### config.mk
export PLATFORM = sky130hd
export DESIGN_NAME = d_sync_counter
export DESIGN_NICKNAME = d
export VERILOG_FILES = /design/src/rtl/d_sync_counter_pkg.sv /design/src/rtl/d_sync_counter_d_ff.sv /design/src/rtl/d_sync_counter.sv
export SDC_FILE = /design/constraint.sdc
export NUM_CORES = 1
export LEC_CHECK = 0
export ABC_AREA = 1
export CORE_AREA = 2 2 39 41
export DETAILED_ROUTE_END_ITERATION = 8
export DIE_AREA = 0 0 41 43
export PLACE_DENSITY_LB_ADDON = 0.2
export SETUP_SLACK_MARGIN = 0.3
export SLEW_MARGIN = 20
export SYNTH_ARGS = -nofsm -noshare
export SYNTH_HDL_FRONTEND = slang
export SYNTH_SLANG_ARGS = --single-unit
### constraint.sdc
create_clock -name clk -period 1.1 [get_ports clk]
set_clock_uncertainty 0.05 [all_clocks]
set_input_delay 0.33 -clock clk [delete_from_list [all_inputs] [get_ports clk]]
set_output_delay 0.33 -clock clk [all_outputs]
set_load 0.02 [all_outputs]
### src/rtl/d_sync_counter_pkg.sv
// Shared constants for the synchronous D flip-flop counter.
package d_sync_counter_pkg;

    localparam int DEFAULT_WIDTH = 4;
    localparam bit UP            = 1'b1;
    localparam bit DOWN          = 1'b0;

endpackage

### src/rtl/d_sync_counter_d_ff.sv
// Single D flip-flop with asynchronous active-low reset and complemented output.
module d_ff (
    input  logic clk,
    input  logic rst_n,
    input  logic d,
    output logic q,
    output logic qbar
);

    always_ff @(posedge clk or negedge rst_n) begin
        if (!rst_n) begin
            q <= 1'b0;
        end else begin
            q <= d;
        end
    end

    assign qbar = ~q;

endmodule

### src/rtl/d_sync_counter.sv
// Free-running synchronous modulo counter: WIDTH D flip-flops on one clock,
// toggle-chain next-state logic with a terminal-count wrap override.
module d_sync_counter
    import d_sync_counter_pkg::*;
#(
    parameter int WIDTH    = DEFAULT_WIDTH,
    parameter int MODULUS  = 2**WIDTH,
    parameter bit COUNT_UP = UP
) (
    input  logic             clk,
    input  logic             rst_n,
    output logic [WIDTH-1:0] q,
    output logic [WIDTH-1:0] qbar
);

    localparam logic [WIDTH-1:0] LAST    = WIDTH'(MODULUS - 1);
    localparam logic [WIDTH:0]   MOD_EXT = (WIDTH + 1)'(MODULUS);

    logic [WIDTH-1:0] chain_src;
    logic [WIDTH-1:0] toggle;
    logic [WIDTH-1:0] d;
    logic             out_of_range;

    // Counting up a bit flips when all lower bits are 1; counting down, when all are 0.
    assign chain_src = COUNT_UP ? q : qbar;

    for (genvar i = 0; i < WIDTH; i++) begin : g_toggle
        if (i == 0) begin : g_lsb
            assign toggle[i] = 1'b1;
        end else begin : g_upper
            assign toggle[i] = &chain_src[i-1:0];
        end
    end

    assign out_of_range = ({1'b0, q} >= MOD_EXT);

    always_comb begin
        d = q ^ toggle;
        if (out_of_range) begin
            d = '0;
        end else if (COUNT_UP && (q == LAST)) begin
            d = '0;
        end else if (!COUNT_UP && (q == '0)) begin
            d = LAST;
        end
    end

    for (genvar i = 0; i < WIDTH; i++) begin : g_ff
        d_ff u_ff (
            .clk  (clk),
            .rst_n(rst_n),
            .d    (d[i]),
            .q    (q[i]),
            .qbar (qbar[i])
        );
    end

endmodule

* Word-level counts from Yosys, hierarchy flattened
Index checks and enable logic that the tools add are counted.
Storage, ports and cells: output and inout bits 8, logic and storage cells 13, register bits after elaboration 4
Cells by class: eq/ne operators 1, reduce and logical (&&, ||, !) cells 2, muxes and demuxes 1, bitwise operators 5
Operator list (count):
- 4-bit equality test (second input constant) | 1
- 4-bit two-way mux | 1
- 1-bit NOT | 4
- 4-bit bitwise XOR | 1
- 3-bit AND reduction | 1
- 2-bit AND reduction | 1

* Logic depth before layout (Yosys ltp)
depth in word-level cells 3, depth in mapped cells 6

* Hierarchy
From an unflattened synthesis, not the netlist that was laid out.
Second synthesis, totals: cell total of the unflattened synthesis 25, area, all modules 197.7 µm²
By module, submodules not included:
- d_ff | seq. area each 25.0 µm², area each 28.8 µm², times used 4, cells an instance 2
- d_sync_counter | seq. area each 0.0 µm², area each 82.6 µm², times used 1, cells an instance 17

* Least setup slack after synthesis
No wires, ideal clock.
kind register -> register, start point register g_ff[0].u_ff.q, end point register g_ff[3].u_ff.q, period minus slack after synthesis 1.119 ns, buffers on the path 0, path slack -0.019 ns, data arrival time 0.952 ns, cell stages (with the launch flop) 7, setup time 0.117 ns, cell sequence dfrtp_1 ha_1 ha_1 inv_1 nand2_2 nand2_1 nor2_1
Between the ends: cells in the longest elaborated chain, start to end 3, elaborated cells between the ends (all ways) 4, those cells by class eq/ne (1); mux (1); bitwise (1); reduce/logical (1)
RTL lines:
- start: declaration | line d_sync_counter_d_ff.sv:6 | output logic q,
- start signal: assignment | line d_sync_counter_d_ff.sv:12 | q <= 1'b0;
- start signal: assignment | line d_sync_counter_d_ff.sv:14 | q <= d;
- 3-bit AND reduction | line d_sync_counter.sv:31 | assign toggle[i] = &chain_src[i-1:0];
- 4-bit bitwise XOR | line d_sync_counter.sv:38 | d = q ^ toggle;
- 4-bit two-way mux (*) | line d_sync_counter.sv:41 | end else if (COUNT_UP && (q == LAST)) begin
- via g_ff[3].u_ff.d | line d_sync_counter_d_ff.sv:5 | input logic d,
- end signal: assignment | line d_sync_counter_d_ff.sv:12
- end signal: assignment | line d_sync_counter_d_ff.sv:14
- end: declaration | line d_sync_counter_d_ff.sv:6
Mark *: on every way through the listed nets, which the timed path passes. The rest lies on a longest branch.

* Final worst setup path
start point register g_ff[3].u_ff.q, end point output port qbar[3]
Between the ends: cells in the longest elaborated chain, start to end 1
RTL lines:
- 1-bit NOT | line d_sync_counter_d_ff.sv:18 | assign qbar = ~q;
- end: declaration | line d_sync_counter.sv:13 | output logic [WIDTH-1:0] qbar
No other way between the ends.

==> impl.org <==
** Critical path
- The worst setup path is launched from a flip-flop.
- Top cell family by delay on the critical path :: flip-flops
- Of all nets on the critical path, the largest fanout is 3.
- In this design, the stage delay of the slowest critical-path cell is 0.40 ns.
- Type of element capturing the critical path :: output pin
- Critical path data arrival time :: 0.81 ns
- Master of the slowest instance on the critical path :: dfrtp_1
- Number of buffer and inverter instances along the worst setup path :: 2
- Worst Setup Path Type :: reg2out
- Setup slack of the worst register-to-register path :: -0.08 ns
- For the worst setup path, the data required time is 0.72 ns.
- Walking the worst path, the cells encountered are inv_2 > buf_6.

** Synth
- The biggest area contributor in the post-synthesis netlist is dfrtp_1.
- Of the total synthesized cell area, the portion taken by full adders, half adders and majority gates is 0.101.
- The most common cell in the synthesized netlist is buf_4.
- Count of unique library cells instantiated by Yosys :: 9
- Post-synthesis cell area :: 249 sq um
- Average cell area after synthesis :: 8.30 sq um
- Post-Synth XOR/XNOR Area :: 0
- Async set-reset flop share out of synthesis :: 1.00
- Counting every net in the synthesized netlist gives 34.
- Measured against the total synthesized area, the mux share comes to 0.
- Of the total synthesized cell area, the portion taken by AND, OR, NAND and NOR gates is 0.151.
- Yosys mapped a number of flops with a built-in enable equal to 0.
- Main combinational cell family by area after synthesis :: buffers and inverters
- Post-synthesis compound-gate area fraction :: 0
- Counting flops and latches in the post-synthesis netlist gives 4.
- Of the post-synthesis cell area, the dominant cell type holds 0.402.
- Fraction of the yosys area taken by sequential cells :: 0.402
- Synthesis produced a netlist whose cell count is 30.
- Warning count from the yosys run :: 0
- By count the netlist is led by buf_4 (8), inv_1 (6), nand2_1 (5).
- Sorting the synthesized cells by area gives the leading types as dfrtp_1 (40%), buf_4 (24%), ha_1 (10%).
- Most used flip-flop cell after synthesis :: dfrtp_1

** Die
- Initial cell density of the core :: 0.180
- Core Box Area :: 1380 sq um
- In this run the count of I/O pins placed on the die edge is 10.
- Area of the die :: 1760 sq um
- Overall die width :: 41 microns
- Placement Rows :: 14
- Chip Height :: 43 microns

** Finish
- Fill cells in the final layout number 159.
- The number of antenna diodes in the final layout is 0.
- Storage element area :: 100 sq um
- The register with the most flip-flops in the layout has 4 of them.
- In the final layout, the share of cells above drive strength 1 is 0.689.
- After the flow finishes, the layout carries non-filler instances totaling 61.
- Largest register by flop count :: g_ff.u_ff.q
- Relative to the synthesized area, the layout overhead comes to 73.4%.
- Final nets :: 51
- Multi-input gate area in the final layout :: 92.6 sq um
- The largest registers in the layout are g_ff.u_ff.q: 4 flops.

** Timing
- Based on the critical path, the design can be clocked at up to 0.839 GHz.
- After routing, the total negative slack on setup checks comes to -0.734 ns.
- On the final layout, the worst hold slack is 0.250 ns.
- The number of slew-limit violations in the final report is 0.
- Setup violations remaining at the end of the flow were counted as 11.
- Min setup slack post-route :: -0.0925 ns
- Slew margin rel. :: 0.874
- Unrepaired setup endpoints after global routing :: true
- At the pin with the least slew margin, the transition time is 0.189 ns.
- Share of the clock period used by the worst path :: 1.08
- The count of final hold-check violations came to 0.
- Final worst path period need :: 1.19 ns

** Hold path
- In this run the worst hold path is classified as in2async.

** Route
- Final Routed Wirelength :: 468 microns
- Routed wire length per instance :: 7.67 microns
- Mean number of vias per cell :: 3.31
- Total number of vias :: 202
- Number of nets with antenna violations after detailed routing :: 0
- For this run, design rule violations remaining after detail routing come to 0.
- Count of TritonRoute iterations in the first routing pass :: 2
- Detailed Route Iter0 Violations :: 3

** Clocking
- The clock net in this run drives a total of 4 sinks.
- Number of buffers between clock root and the deepest sink :: 2
- The number of clock buffers added by TritonCTS is 3.
- CTS built an H-tree with a depth of 1.
- Clock transition at the registers of the reported paths :: 0.04 ns
- The cell sitting at the root of the clock tree is a clkbuf_4.
- TritonCTS built the clock tree.
- Skew-Pair Late Insertion Delay :: 0.23 ns
- CTS Hold Bufs :: 0

** Place
- HPWL after detailed placement :: 371 microns
- OpenSTA, run right after detailed placement, puts the worst setup slack at -0.327 ns.
- Cell Count Post-Placement :: 54
- IO buf count :: 9
- Routability-driven placement congestion ratio :: 0.634

** Power
- Power consumption :: 0.000335 W
- The worst-case IR drop observed on VDD is 511 uV.
- In this run the power density over the cells is 777 nW/um^2.
- Reported leakage power :: 0.229 nW

** GRT
- For met3 alone, demand over resource in global routing was 0.0628.
- For this run, the total global-route usage over all layers was measured as 0.0725.
- Summed over all layers, the global routing overflow is 0.
- Entering global routing, the biggest net connects 5 pins.
- Fraction of met2 tracks used by global routing :: 0.100
- Antenna violations before repair :: 0
- Via count of the first global-routing pass :: 195
- Most heavily used metal layer in global routing :: met2
- Met1 usage in global routing :: 0.0714
- The first global-routing pass estimated 786 microns of wire.

** Status
- The flow ran to the end, but the final reports show violations.
- Violated checks :: negative setup slack

** Run
- Max-cap violations in this run came to 0.
[repair_timing]
| item | CTS | global route |
|---|---|---|
| setup buffers | 1 | 3 |
| setup endpoints to repair | 12 | 12 |
| gates resized for setup | 42 | 5 |
[layout make-up]
type | instances | area share
clock buffers | 3 | 0.0522
inverters | 7 | 0.0609
multi-input cells | 11 | 0.214
flip-flops and latches | 4 | 0.232
well taps | 16 | 0.0464
repair buffers | 20 | 0.394
[through the flow]
stage,util,cell area (sq um)
final,0.312,432
after global routing,0.312,432
after CTS,0.287,397
after detailed placement,0.272,377
after global placement,0.272,377
after floorplan,-,285
[cells in the final DEF, fill, tap and decap left out, types with 2 or more instances in the layout]
| cell type | Yosys | layout |
|---|---|---|
| buf_4 | 8 | 11 |
| buf_6 | 0 | 6 |
| nand2_1 | 5 | 5 |
| inv_2 | 1 | 5 |
| dfrtp_1 | 4 | 4 |
| clkbuf_4 | 0 | 3 |
| inv_1 | 6 | 2 |
| nor2_1 | 2 | 2 |
| ha_4 | 0 | 2 |
| buf_2 | 0 | 2 |
[kinds of logic (layout without fill, tap and decap cells)]
group | Yosys count | in the layout
and+or+nand+nor | 9 | 9
adders and majority gates | 2 | 2
buffers and inverters | 15 | 30
DFF | 4 | 4
[path summary, 6_finish.rpt]
kind | startpoint | to | cells after the start
max in group asynchronous | rst_n | g_ff[0].u_ff.q$_DFF_PN0_ | 1
max reg2reg | g_ff[0].u_ff.q$_DFF_PN0_ | g_ff[3].u_ff.q$_DFF_PN0_ | 7
max | g_ff[3].u_ff.q$_DFF_PN0_ | qbar[3] | 2
min | rst_n | g_ff[1].u_ff.q$_DFF_PN0_ | 1
min reg2reg | g_ff[0].u_ff.q$_DFF_PN0_ | g_ff[1].u_ff.q$_DFF_PN0_ | 2
min in group clk | g_ff[0].u_ff.q$_DFF_PN0_ | g_ff[1].u_ff.q$_DFF_PN0_ | 2
[metal layers]
| metal | routed length (microns) | vias to the layer above |
|---|---|---|
| met2 | 242 | 7 |
| met3 | 48 | 0 |
| met1 | 177 | 87 |
| li1 | - | 108 |
| met5 | 0 | - |
| met4 | 0 | 0 |
[report_power, final]
part           switching [W]  internal [W]    total, W
logic             0.00000272    0.00000316  0.00000588
registers                  0      0.000148    0.000148
clock network      0.0000596      0.000122    0.000182
No activity file was read; power rests on OpenSTA's default activity.
